File: src/rtl/shli_pipelined_pkg.sv
// Shared helpers for the pipelined left shifter: shift-amount width and
// stage partitioning derived from BITWIDTH / STAGE_BITS.
package shli_pipelined_pkg;

    function automatic int clog2(input int value);
        int result;
        result = 0;
        for (int x = value - 1; x > 0; x = x >> 1) begin
            result++;
        end
        return result;
    endfunction

    function automatic int num_stages(input int shamt_w, input int stage_bits);
        return (shamt_w + stage_bits - 1) / stage_bits;
    endfunction

    // Upper (exclusive) shift-amount bit index handled by stage k.
    function automatic int stage_hi(input int k, input int stage_bits, input int shamt_w);
        return ((k + 1) * stage_bits < shamt_w) ? (k + 1) * stage_bits : shamt_w;
    endfunction

endpackage

File: src/rtl/shli_pipelined_stage.sv
// One registered shift stage: applies the shifts 2^LO .. 2^(HI-1) selected by
// the carried shift amount, with a valid/ready register slice.
module shli_stage
    import shli_pipelined_pkg::*;
#(
    parameter int BITWIDTH = 32,
    parameter int SHAMT_W  = 5,
    parameter int LO       = 0,
    parameter int HI       = 2
) (
    input  logic                clk,
    input  logic                rst,
    input  logic                in_valid,
    output logic                in_ready,
    input  logic [BITWIDTH-1:0] in_data,
    input  logic [SHAMT_W-1:0]  in_shamt,
    input  logic                in_zero,
    output logic                out_valid,
    input  logic                out_ready,
    output logic [BITWIDTH-1:0] out_data,
    output logic [SHAMT_W-1:0]  out_shamt,
    output logic                out_zero
);

    logic [BITWIDTH-1:0] shifted;

    always_comb begin
        shifted = in_data;
        for (int j = LO; j < HI; j++) begin
            if (in_shamt[j]) begin
                shifted = shifted << (1 << j);
            end
        end
    end

    // The slice can take a new token when empty or when its token leaves now.
    assign in_ready = ~out_valid | out_ready;

    always_ff @(posedge clk) begin
        if (rst) begin
            out_valid <= 1'b0;
            out_data  <= '0;
            out_shamt <= '0;
            out_zero  <= 1'b0;
        end else if (in_ready) begin
            out_valid <= in_valid;
            if (in_valid) begin
                out_data  <= shifted;
                out_shamt <= in_shamt;
                out_zero  <= in_zero;
            end
        end
    end

endmodule

File: src/rtl/shli_pipelined.sv
// Elastic pipelined logical shift-left: result = lhs << rhs, zero when rhs >= BITWIDTH.
// lhs and rhs are joined and pass through NUM_STAGES registered shift stages.
module shli_pipelined
    import shli_pipelined_pkg::*;
#(
    parameter int BITWIDTH   = 32,
    parameter int STAGE_BITS = 2
) (
    input  logic                clk,
    input  logic                rst,
    input  logic [BITWIDTH-1:0] lhs,
    input  logic                lhs_valid,
    output logic                lhs_ready,
    input  logic [BITWIDTH-1:0] rhs,
    input  logic                rhs_valid,
    output logic                rhs_ready,
    output logic [BITWIDTH-1:0] result,
    output logic                result_valid,
    input  logic                result_ready
);

    localparam int SHAMT_W    = clog2(BITWIDTH);
    localparam int NUM_STAGES = num_stages(SHAMT_W, STAGE_BITS);
    localparam logic [BITWIDTH-1:0] BW_VALUE = BITWIDTH;

    // Handshake: a token moves across a boundary in a cycle where valid & ready
    // are both high; valid never depends on ready, ready flows combinationally
    // upstream, and a held token keeps valid high and data stable.
    logic                valid_s [NUM_STAGES+1];
    logic                ready_s [NUM_STAGES+1];
    logic [BITWIDTH-1:0] data_s  [NUM_STAGES+1];
    logic [SHAMT_W-1:0]  shamt_s [NUM_STAGES+1];
    logic                zero_s  [NUM_STAGES+1];

    // Two-input join: both operands are taken together or not at all.
    assign lhs_ready  = rhs_valid & ready_s[0] & ~rst;
    assign rhs_ready  = lhs_valid & ready_s[0] & ~rst;
    assign valid_s[0] = lhs_valid & rhs_valid & ~rst;
    assign data_s[0]  = lhs;
    assign shamt_s[0] = rhs[SHAMT_W-1:0];
    assign zero_s[0]  = (rhs >= BW_VALUE);

    for (genvar k = 0; k < NUM_STAGES; k++) begin : g_stage
        shli_stage #(
            .BITWIDTH (BITWIDTH),
            .SHAMT_W  (SHAMT_W),
            .LO       (k * STAGE_BITS),
            .HI       (stage_hi(k, STAGE_BITS, SHAMT_W))
        ) u_stage (
            .clk       (clk),
            .rst       (rst),
            .in_valid  (valid_s[k]),
            .in_ready  (ready_s[k]),
            .in_data   (data_s[k]),
            .in_shamt  (shamt_s[k]),
            .in_zero   (zero_s[k]),
            .out_valid (valid_s[k+1]),
            .out_ready (ready_s[k+1]),
            .out_data  (data_s[k+1]),
            .out_shamt (shamt_s[k+1]),
            .out_zero  (zero_s[k+1])
        );
    end

    assign ready_s[NUM_STAGES] = result_ready;
    assign result_valid        = valid_s[NUM_STAGES] & ~rst;
    assign result              = zero_s[NUM_STAGES] ? '0 : data_s[NUM_STAGES];

endmodule

File: config.mk
export PLATFORM = sky130hd
export DESIGN_NAME = shli_pipelined
export DESIGN_NICKNAME = d
export VERILOG_FILES = /design/src/rtl/shli_pipelined_pkg.sv /design/src/rtl/shli_pipelined_stage.sv /design/src/rtl/shli_pipelined.sv
export SDC_FILE = /design/constraint.sdc
export NUM_CORES = 1
export LEC_CHECK = 0
export BUFFER_PORTS_ARGS = -buffer_cell sky130_fd_sc_hd__buf_2
export CELL_PAD_IN_SITES_DETAIL_PLACEMENT = 1
export CELL_PAD_IN_SITES_GLOBAL_PLACEMENT = 2
export CORE_ASPECT_RATIO = 0.6
export CORE_MARGIN = 3
export CORE_UTILIZATION = 30
export CTS_BUF_LIST = sky130_fd_sc_hd__clkbuf_4 sky130_fd_sc_hd__clkbuf_8 sky130_fd_sc_hd__clkbuf_16
export DETAILED_ROUTE_END_ITERATION = 16
export PLACE_DENSITY = 0.86
export SYNTH_ARGS = -nofsm -noshare
export SYNTH_HDL_FRONTEND = slang
export SYNTH_SLANG_ARGS = --single-unit
File: constraint.sdc
create_clock -name clk -period 1.5 [get_ports clk]
set_input_delay 0.375 -clock clk [delete_from_list [all_inputs] [get_ports clk]]
set_output_delay 0.375 -clock clk [all_outputs]
set_load 0.005 [all_outputs]
* After elaboration in Yosys (flattened, before gate mapping)
Cells that the tools add are included.
** Storage, ports and cells
- Register bits after elaboration :: 112
- Input port bits :: 69
- Output and inout port bits :: 35
- Logic and storage cells :: 35
** Operators by class
- $lt $le $gt $ge :: 1
- Mux-type cells :: 6
- Bitwise gates (word level) :: 14
- Reductions and logical operators :: 3
** Operators by type and width (count)
- $mux W32 :: 6
- $ge A32 B6 Y1 const B :: 1
- $and A1 B1 Y1 :: 7
- $reduce_and A2 Y1 :: 3
- $not A1 Y1 :: 4
- $or A1 B1 Y1 :: 3

* Depth between registers and ports, before layout
Gate-level depths: netlist (run 1).
- Depth in word-level cells :: 6
- Mapped depth :: 6
- Mapped depth without buffers :: 4

* By module
Synthesis (run 1) repeated with hierarchy kept, for this count alone.
** Unflattened totals
- Cell total of the unflattened synthesis :: 639
- Area, all modules :: 6216.0 um2
** Modules (own cells, without submodules)
- shli_stage (g_stage[1].u_stage) :: instances 1, cells an instance 228, area an instance 2109.5 um2, seq. area each 780.7 um2
- shli_stage (g_stage[0].u_stage) :: instances 1, cells an instance 183, area an instance 2049.5 um2, seq. area each 780.7 um2
- shli_stage (g_stage[2].u_stage) :: instances 1, cells an instance 179, area an instance 1752.9 um2, seq. area each 780.7 um2
- shli_pipelined :: instances 1, cells an instance 49, area an instance 304.0 um2, seq. area each 0.0 um2

* Worst setup path after synthesis (run 1)
Ideal clock, no wire load.
- Kind :: reg-to-reg
- From :: register g_stage[0].u_stage.out_shamt[2]
- To :: register g_stage[1].u_stage.out_data[24]
- Library setup time :: 0.132 ns
- Arrival time :: 1.389 ns
- Required time :: 1.368 ns
- Path slack :: -0.022 ns
- Cell stages (with the launch flop) :: 6
- Buffers on the path :: 2
- Period minus slack after synthesis :: 1.522 ns
- Cell sequence :: dfxtp_1 -> clkbuf_1 -> buf_2 -> mux4_2 -> nand2_1 -> a21oi_1
** On the way
- Word-level cells in the longest chain between the ends :: 2
** RTL lines
- from (decl) :: RTL line shli_pipelined_stage.sv:21 : output logic [SHAMT_W-1:0] out_shamt,
- from (signal assigned) :: RTL line shli_pipelined_stage.sv:49 : out_shamt <= in_shamt;
- $mux W32 (2 in series) :: RTL line shli_pipelined_stage.sv:30 : if (in_shamt[j]) begin
- to (signal assigned) :: RTL line shli_pipelined_stage.sv:48 : out_data <= shifted;
- to (decl) :: RTL line shli_pipelined_stage.sv:20 : output logic [BITWIDTH-1:0] out_data,
No other way between the ends.
A chain may end at the register's enable or synchronous reset.

* Worst setup path in the final report (run 1)
- From :: register g_stage[1].u_stage.out_valid
- To :: output port rhs_ready
** On the way
- Word-level cells in the longest chain between the ends :: 5
** RTL lines
- from (decl) :: RTL line shli_pipelined_stage.sv:18 : output logic out_valid,
- from (signal assigned) :: RTL line shli_pipelined_stage.sv:46 : out_valid <= in_valid;
- $not A1 Y1 :: RTL line shli_pipelined_stage.sv:37 : assign in_ready = ~out_valid | out_ready;
- $or A1 B1 Y1 (2 in series) :: RTL line shli_pipelined_stage.sv:37
- $and A1 B1 Y1 (2 in series) :: RTL line shli_pipelined.sv:37 : assign rhs_ready = lhs_valid & ready_s[0] & ~rst;
- to (decl) :: RTL line shli_pipelined.sv:16 : output logic rhs_ready,
No other way between the ends.

==> out/results.ini, run 1 <==
[synthesis]
seq_area_frac_synth_pct=39.2
synthCells=635
netlist_area_sq_um=5410
synth_area_leader_cell=dfxtp_1
ys_ff_latch=106
ys_top_cells_by_area=dfxtp_1 39%, mux2i_1 14%, nand2_1 9.6%, a21oi_1 8.1%, mux4_2 7.1%
synth_top_area_share_pct=39.2
ys_types=28
async_flop_share_pct=0
avgSynthCellArea_sq_um=8.53
synthFlopType=dfxtp_1
yosysMostFrequentCell=nand2_1
yosys_warnings=0
synth_commonest_cells=138 x nand2_1, 106 x dfxtp_1, 88 x a21oi_1
synth_edf_count=0
synth_nets=704

[global_routing]
grt_start_max_net_pins=72
grtUsageTotal_pct=16.2
grt-ovfl-total=0
grt_pass1_wl_mm=26.2
grt_pass1_vias=5218
antenna_found_initial=0

[worst_setup_path]
rr_endpoint=g_stage[0].u_stage.out_data[16]
worstReg2RegStart=g_stage[1].u_stage.out_valid
crit_path_end_kind=output pin
crit_path_max_fanout=2
cp-startpoint=g_stage[1].u_stage.out_valid
crit_required_ns=1.12
worst-r2r-setup-slack_ns=-0.24
cp-start-kind=flop
critical_path_class=flop to output pin
cp_data_arrival_time_ns=1.37
worst-r2r-cell-count=9

[outcome]
status=finished, violations left
violations=negative setup slack

[cells_and_area]
final_util_pct=45.2
nNetsFinal=820
drive_above_1_share_pct=45.9
fin_cells=990
insertedDiodeCount=0
area_growth_pct=45.2

[sta]
layout_min_cycle_time_ns=1.75
max_freq_mhz=572
post-route-period-util_pct=117
setup-violations-final=80
setup_ws_ns=-0.248
fin_skew_ns=0.00639
tightest_slew_ns=0.904
hold_violations=0
finalMaxSlewViolations=0
fin_tns_setup_ns=-7.95
slew_headroom_pct=39.7
rsz0062_at_grt=true

[routing]
wl_mm=18.7
vias_per_cell=5.17
postRouteAntennaNets=0
routedWlPerCell_microns=18.9
vias=5115
dr.pass1.iters=4
drcViolationCount=0
drt_iter0_markers=279

[clocking]
cts_tree=yes
cts_made_buffers=9
cts.sinks=106
clockBufferDepth=2
htree_levels=3
root_buffer=clkbuf_16
path_clk_slew_ns=0.07
worstSkewPairLatency_ns=0.35

[run]
max_cap_violations=0

[pwr]
powerDensity_nw_per_um2=813
intPower_mw=4.76
sw_frac_of_total_pct=25.5
p_seq_share_pct=46.4
leakagePower_nw=2.98
comb_power_share_pct=14.4
switching_power_mw=1.63
pwr-share-clk_pct=39.3
ir_worst_vdd_mv=0.463

[worst_hold_path]
min_path_cells=3
hold_end=g_stage[0].u_stage.out_shamt[2]
hp-class=primary input to flop
min_from=rhs[2]

[floorplanning]
start_util_pct=31.1
rows=37
core_sq_um=17400
fp.dieArea_sq_um=19700
io_pins=104
die_w_microns=179
die_h_microns=110

[placement]
hpwlAfterDp_mm=11.7
pre_cts_slack_ns=-0.224
place.gp.congestion=0.826
place_inst=946
portBuffers=103

## state kept, by name, summed over array words and instances (netlist names)
signal                     count
g_stage.u_stage.out_shamt      4
g_stage.u_stage.out_zero       3
g_stage.u_stage.out_valid      3
g_stage.u_stage.out_data      96
## critical path: stages (launching register included)
cell and delay [ns]:
dfxtp_2 0.33, buf_6 0.11, and3b_2 0.21, a21oi_2 0.14
and2_1 0.14, buf_2 0.10
## cells in the final DEF (no fill, tap or decap), drive strengths merged, types with 4 or more instances in the layout
| cell | instances |
|---|---|
| buf | 153 |
| nand2 | 138 |
| dfxtp | 106 |
| a21oi | 88 |
| mux2i | 74 |
| nor2b | 35 |
| nor2 | 33 |
| clkbuf | 22 |
| a211oi | 20 |
| nand3b | 17 |
| mux4 | 17 |
| o211ai | 8 |
| mux2 | 7 |
| nand3 | 7 |
| nor4 | 6 |
| or3 | 5 |
| nor3 | 4 |
## metal layers
| metal | vias to the layer above | track usage, % | routed length, microns |
|---|---|---|---|
| li1 | 2444 | - | - |
| met4 | 0 | 3.25 | 150 |
| met3 | 18 | 4.20 | 852 |
| met5 | - | 0 | 0 |
| met2 | 109 | 26.6 | 8740 |
| met1 | 2544 | 21.7 | 9000 |
## what timing repair did
| item | 4_1_cts | 5_1_grt |
|---|---|---|
| hold buffers | 0 | 0 |
| hold endpoints to repair | 0 | 0 |
| setup endpoints to repair | 18 | 98 |
| pin swaps | 9 | 55 |
| setup buffers | 6 | 6 |
| resized for setup | 22 | 182 |
| gates cloned | 5 | 12 |
## power groups by stage
stage          Combinational, mW  Sequential (mW)  Clock, mW
5_1_grt                    0.997             2.97       2.65
3_5_place_dp               0.690             3.01          0
6_report                   0.918             2.96       2.51
4_1_cts                    0.742             2.95       2.53
2_1_floorplan              0.432             2.98          0
3_3_place_gp               0.666             3.00          0
## worst max-delay path by stage
| stage | endpoint | cells past startpoint |
|---|---|---|
| after floorplan | g_stage[1].u_stage.out_data[17] | 5 |
| after global placement | g_stage[0].u_stage.out_zero | 6 |
| after detailed placement | g_stage[0].u_stage.out_zero | 6 |
| after CTS | rhs_ready | 5 |
| after global routing | lhs_ready | 5 |
| final | rhs_ready | 5 |
## area by class of cell
type	instances	area, sq um
Timing Repair Buffer	161	1410
Inverter	2	7.51
Clock buffer	14	275
Tap cell	234	293
Multi-Input combinational cell	471	3710
Sequential cell	106	2130
Fill cell	1976	9540
Clock inverter	2	35.0
## per-stage QoR
| stage | hold WS, ns | power, mW | cell area [sq um] |
|---|---|---|---|
| detailed placement | 0.442 | 3.70 | 6380 |
| finish | 0.249 | 6.39 | 7860 |
| floorplan | 0.427 | 3.41 | 5420 |
| global placement | 0.439 | 3.67 | 6380 |
| CTS | 0.242 | 6.22 | 6930 |
| global route | 0.263 | 6.62 | 7860 |
## logic make-up (layout without fill, tap and decap cells)
family,after synthesis,after routing,share of synthesized area (%)
multiplexers,98,98,22.2
flip-flops,106,106,39.2
AND/OR/NAND/NOR,254,254,21.8
AO/OA/AOI/OAI,119,119,12.3
buffers and inverters,58,179,4.46
Note: power is estimated with default switching activity, not from simulation.
==> run 2, diff against run 1 <==
CORE_UTILIZATION = 35   (was 30)
CTS_BUF_LIST = sky130_fd_sc_hd__clkbuf_16   (was sky130_fd_sc_hd__clkbuf_4 sky130_fd_sc_hd__clkbuf_8 sky130_fd_sc_hd__clkbuf_16)
PLACE_DENSITY = 0.93   (was 0.86)
SLEW_MARGIN = 20   (was unset)
clock period = 2.2 ns   (was 1.5 ns; I/O delays follow)
==> out/results.ini, run 2 (synthesis results as in run 1) <==
[worst_setup_path]
crit_required_ns=1.65  ; +0.53 ns
worst-path-buf-inv=2  ; unchanged
path_cells=buf_12 -> nor2b_1 -> buf_2
crit_path_end_kind=output pin
cp_data_arrival_time_ns=1.37  ; about the same
cp_top_family=flip-flops
crit_path_max_fanout=22  ; +20
cp-start-kind=flop
crit_slowest_cell=dfxtp_1
critical_path_class=flop to output pin
cp_slowest_stage_delay_ns=0.60  ; +0.27 ns

[cells_and_area]
area_growth_pct=19.1
largest_reg_flops=96  ; unchanged
nNetsFinal=778  ; -5.1%
regMostFlops=g_stage.u_stage.out_data
layout_common_cells=138 x nand2_1, 106 x dfxtp_1, 103 x buf_2, 88 x a21oi_1, 74 x mux2i_1
mostFrequentLayoutCell=nand2_1
reg.largest.list=g_stage.u_stage.out_data x96, g_stage.u_stage.out_shamt x4
insertedDiodeCount=0  ; unchanged
drive_above_1_share_pct=22.4  ; -23 points
final_util_pct=43.6  ; -1.6 points

[pwr]
leakagePower_nw=2.45  ; -18%
power_mw=4.02  ; -37%
powerDensity_nw_per_um2=624  ; -23%
ir_worst_vdd_mv=0.319  ; -31%

[clocking]
ctsHoldBuffers=0  ; unchanged
cts_setup_buffers=0  ; -6
path_clk_slew_ns=0.07  ; about the same
htree_levels=3  ; unchanged
worstSkewPairLatency_ns=0.35  ; about the same
cts_resized=0  ; -100%
root_buffer=clkbuf_16
clockBufferDepth=2  ; unchanged
cts_made_buffers=9  ; unchanged
cts.sinks=106  ; unchanged
cts_tree=yes

[placement]
place.gp.congestion=0.862  ; +4.2%
hpwlAfterDp_mm=11.3  ; -3.8%
portBuffers=103  ; unchanged

[global_routing]
antenna_found_initial=0  ; unchanged
grt-ovfl-total=0  ; unchanged
grt_pass1_vias=4908  ; -5.9%
grtUsageTotal_pct=17.5  ; +1.3 points
grt_pass1_wl_mm=24.4  ; -7.1%
grt_start_max_net_pins=58  ; -19%

[sta]
slew_headroom_pct=50.1  ; +10 points
post-route-period-util_pct=87.2
hold_violations=0  ; unchanged
setup-violations-final=0  ; -100%
layout_min_cycle_time_ns=1.92
fin_tns_setup_ns=0  ; +7.95 ns
finalMaxSlewViolations=0  ; unchanged
tightest_slew_ns=0.748  ; -0.156 ns
fin_skew_ns=0.00812  ; +0.00173 ns
rsz0062_at_grt=false
max_freq_mhz=521

[routing]
drcViolationCount=0  ; unchanged
vias=4778  ; -6.6%
drt_iter0_markers=239  ; -14%
routedWlPerCell_microns=16.2  ; -14%
route.met2.wl_mm=6.71  ; -23%
postRouteAntennaNets=0  ; unchanged
wl_mm=14.8  ; -21%
wl_met3_microns=772  ; -9.4%
maxUsedRoutingLayer=met4
wl_met1_mm=7.20  ; -20%
dr.pass1.iters=4  ; unchanged
vias_per_cell=5.24  ; +1.4%

[floorplanning]
die_h_microns=102  ; -7.0%
fp.dieArea_sq_um=17000  ; -14%
rows=34  ; -8.1%
io_pins=104  ; unchanged
start_util_pct=36.6  ; +5.5 points
core_sq_um=14800  ; -15%
die_w_microns=167  ; -7.2%

[worst_hold_path]
hp-class=flop to flop

[run]
max_cap_violations=0  ; unchanged

[outcome]
status=completed

[run 2: final timing paths]
path,from,to,slack (ns),cells past startpoint
worst min-delay path,g_stage[2].u_stage.out_data[6],g_stage[2].u_stage.out_data[6],0.45,2
worst max-delay path,g_stage[2].u_stage.out_zero,result[19],0.28,3
worst max register to register,g_stage[0].u_stage.out_shamt[3],g_stage[1].u_stage.out_data[9],0.43,4
worst min register to register,g_stage[2].u_stage.out_data[6],g_stage[2].u_stage.out_data[6],0.45,2
[run 2: routing by layer]
metal	vias to the layer above	global-route usage [%]
met4	0	2.66
met3	6	5.03
met5	-	0
met2	89	28.7
li1	2356	-
met1	2327	23.7
[run 2: report_power, final]
part | internal, mW | switching [mW]
Clock | 0.869 | 0.703
Combinational | 0.203 | 0.238
Sequential | 1.96 | 0.0481
Total | 3.04 | 0.988
[run 2: worst reg2reg max path: stages, from the launching register on]
cell and delay (ns):
dfxtp_1 0.80, buf_4 0.28, nor2b_1 0.09, a21oi_1 0.33, a211oi_1 0.13
[run 2: stage by stage]
| step | hold slack [ns] | area, sq um | setup slack, ns | cells |
|---|---|---|---|---|
| 2_1_floorplan | 0.427 | 5410 | 0.467 | 635 |
| 3_3_place_gp | 0.443 | 6160 | 0.352 | 896 |
| 3_5_place_dp | 0.445 | 6160 | 0.305 | 896 |
| 4_1_cts | 0.450 | 6450 | 0.252 | 912 |
| 5_1_grt | 0.462 | 6450 | 0.178 | 912 |
| 6_report | 0.455 | 6450 | 0.282 | 912 |
[run 2: layout make-up]
cell class / count / area [sq um]
Clock inverter: 7 / 60.1
Timing Repair Buffer: 119 / 723
Tap cell: 198 / 248
Inverter: 2 / 7.51
Fill cell: 1786 / 8360
Clock buffer: 9 / 225
Sequential cell: 106 / 2120
Multi-Input combinational cell: 471 / 3060
==> run 3, diff against run 2 <==
REMOVE_ABC_BUFFERS = 1   (was unset)
==> out/results.ini, run 3 (synthesis results as in run 1) <==
[clocking]
clockBufferDepth=2  ; unchanged
htree_levels=3  ; unchanged
cts_setup_buffers=0  ; unchanged
cts_resized=0  ; unchanged
cts_tree=yes
cts_made_buffers=9  ; unchanged
path_clk_slew_ns=0.07  ; about the same
root_buffer=clkbuf_16
ctsHoldBuffers=0  ; unchanged
worstSkewPairLatency_ns=0.35  ; about the same
cts.sinks=106  ; unchanged

[floorplanning]
fp.dieArea_sq_um=17000  ; unchanged
core_sq_um=14800  ; unchanged
io_pins=104  ; unchanged
start_util_pct=36.6  ; unchanged
rows=34  ; unchanged
die_w_microns=167  ; unchanged
die_h_microns=102  ; unchanged

[global_routing]
grt_pass1_wl_mm=25.1  ; +2.8%
grtUsageTotal_pct=17.8  ; +0.34 points
grt-ovfl-total=0  ; unchanged
grt_start_max_net_pins=72  ; +24%
grt_pass1_vias=4993  ; +1.7%
antenna_found_initial=0  ; unchanged

[sta]
layout_min_cycle_time_ns=1.91  ; -0.00561 ns
fin_tns_setup_ns=0  ; unchanged
hold_violations=0  ; unchanged
setup_ws_ns=0.287  ; +0.00561 ns
slew_headroom_pct=50.2  ; +0.16 points
setup-violations-final=0  ; unchanged
rsz0062_at_grt=false
hold_ws_ns=0.442  ; -0.0126 ns
tightest_slew_ns=0.747  ; -0.00138 ns
post-route-period-util_pct=86.9  ; -0.25 points
max_freq_mhz=523  ; +0.29%
finalMaxSlewViolations=0  ; unchanged
fin_skew_ns=0.00830  ; +0.000180 ns

[routing]
dr.pass1.iters=4  ; unchanged
vias=4783  ; +0.10%
drt_iter0_markers=250  ; +4.6%
routedWlPerCell_microns=16.4  ; +1.0%
postRouteAntennaNets=0  ; unchanged
wl_mm=15.0  ; +1.6%
drcViolationCount=0  ; unchanged
vias_per_cell=5.22  ; -0.44%

[pwr]
ir_worst_vdd_mv=0.356  ; +12%
leakagePower_nw=2.44  ; -0.26%
p_seq_share_pct=50.4  ; +0.4 points
switching_power_mw=1.04  ; +5.2%
comb_power_share_pct=11.6  ; +0.7 points
pwr-share-clk_pct=38.0  ; -1.1 points
intPower_mw=2.93  ; -3.3%
powerDensity_nw_per_um2=617  ; -1.1%
sw_frac_of_total_pct=26.2  ; +1.6 points

[placement]
portBuffers=103  ; unchanged
place_inst=901  ; +0.56%
pre_cts_slack_ns=0.280  ; -0.0254 ns
hpwlAfterDp_mm=11.1  ; -1.2%
place.gp.congestion=0.839  ; -2.6%

[worst_setup_path]
cp_data_arrival_time_ns=1.36  ; about the same
cp_slowest_stage_delay_ns=0.40  ; -0.20 ns
crit_slowest_cell=dfxtp_1
critical_path_class=flop to output pin
cp-start-kind=flop
crit_path_end_kind=output pin
path_cells=and3b_1 -> a21oi_1 -> and2_1 -> buf_2
crit_path_max_fanout=5  ; -77%
crit_required_ns=1.65  ; about the same

[cells_and_area]
fillers=1780  ; -0.34%
layout_common_cells=138 x nand2_1, 106 x dfxtp_1, 102 x buf_2, 88 x a21oi_1, 74 x mux2i_1
reg.largest.list=g_stage.u_stage.out_data x96, g_stage.u_stage.out_shamt x4
insertedDiodeCount=0  ; unchanged
nNetsFinal=783  ; +0.64%
largest_reg_flops=96  ; unchanged
drive_above_1_share_pct=22.9  ; +0.54 points
final_util_pct=43.5  ; -0.076 points
area_growth_pct=18.9
fin_cells=917  ; +0.55%
mostFrequentLayoutCell=nand2_1
regMostFlops=g_stage.u_stage.out_data

[run]
max_cap_violations=0  ; unchanged

[outcome]
status=completed

[worst_hold_path]
hp-class=primary input to flop

[run 3: changes by cell type in the layout (fill, tap and decap cells not counted)]
cell,previous run,this run
buf_12,7,4
bufinv_16,1,0
clkinv_2,3,0
buf_2,103,102
inv_1,2,3
clkinv_1,2,1
inv_6,0,1
buf_4,9,18
clkinvlp_4,1,4
[run 3: final timing paths]
path / startpoint / end / slack [ns] / depth (start not counted)
worst max-delay path: g_stage[1].u_stage.out_valid / lhs_ready / 0.29 / 4
worst min-delay path: rst / g_stage[1].u_stage.out_valid / 0.44 / 2
worst max register to register: g_stage[1].u_stage.out_valid / g_stage[0].u_stage.out_zero / 0.58 / 5
worst min register to register: g_stage[2].u_stage.out_data[3] / g_stage[2].u_stage.out_data[3] / 0.46 / 2
[run 3: power groups by stage]
stage	sequential, mW	clock (mW)	combinational (mW)
after floorplan	2.04	0	0.220
after global placement	2.04	0	0.446
after detailed placement	2.05	0	0.462
after CTS	2.00	1.54	0.465
after global routing	2.01	1.64	0.511
final	2.00	1.51	0.462
[run 3: final cells by class]
cell class                      instances  area, sq um  area share (%)
Clock buffer                            9          225            3.50
Clock inverter                          7         46.3           0.719
Inverter                                2         7.51           0.117
Multi-Input combinational cell        471         3060            47.6
Sequential cell                       106         2120            33.0
Tap cell                              198          248            3.85
Timing Repair Buffer                  124          726            11.3
[run 3: stage by stage]
step                total power, mW  cell area, sq um
global route                   4.16              6440
floorplan                      2.26              5180
finish                         3.97              6440
CTS                            4.01              6440
detailed placement             2.51              6170
global placement               2.49              6170
[run 3: critical path, delay by kind of cell (launching register included)]
family,cells,cell delay [ns]
DFF,1,0.40
and+or+nand+nor,2,0.40
buffers and inverters,1,0.12
AOI/OAI and AO/OA,1,0.09
[run 3: layer usage]
layer,global-route usage [%],wire [microns],vias up
li1,-,-,2370
met1,22.8,7090,2314
met2,31.6,7130,89
met3,4.25,660,10
met4,2.72,108,0
met5,0,0,-
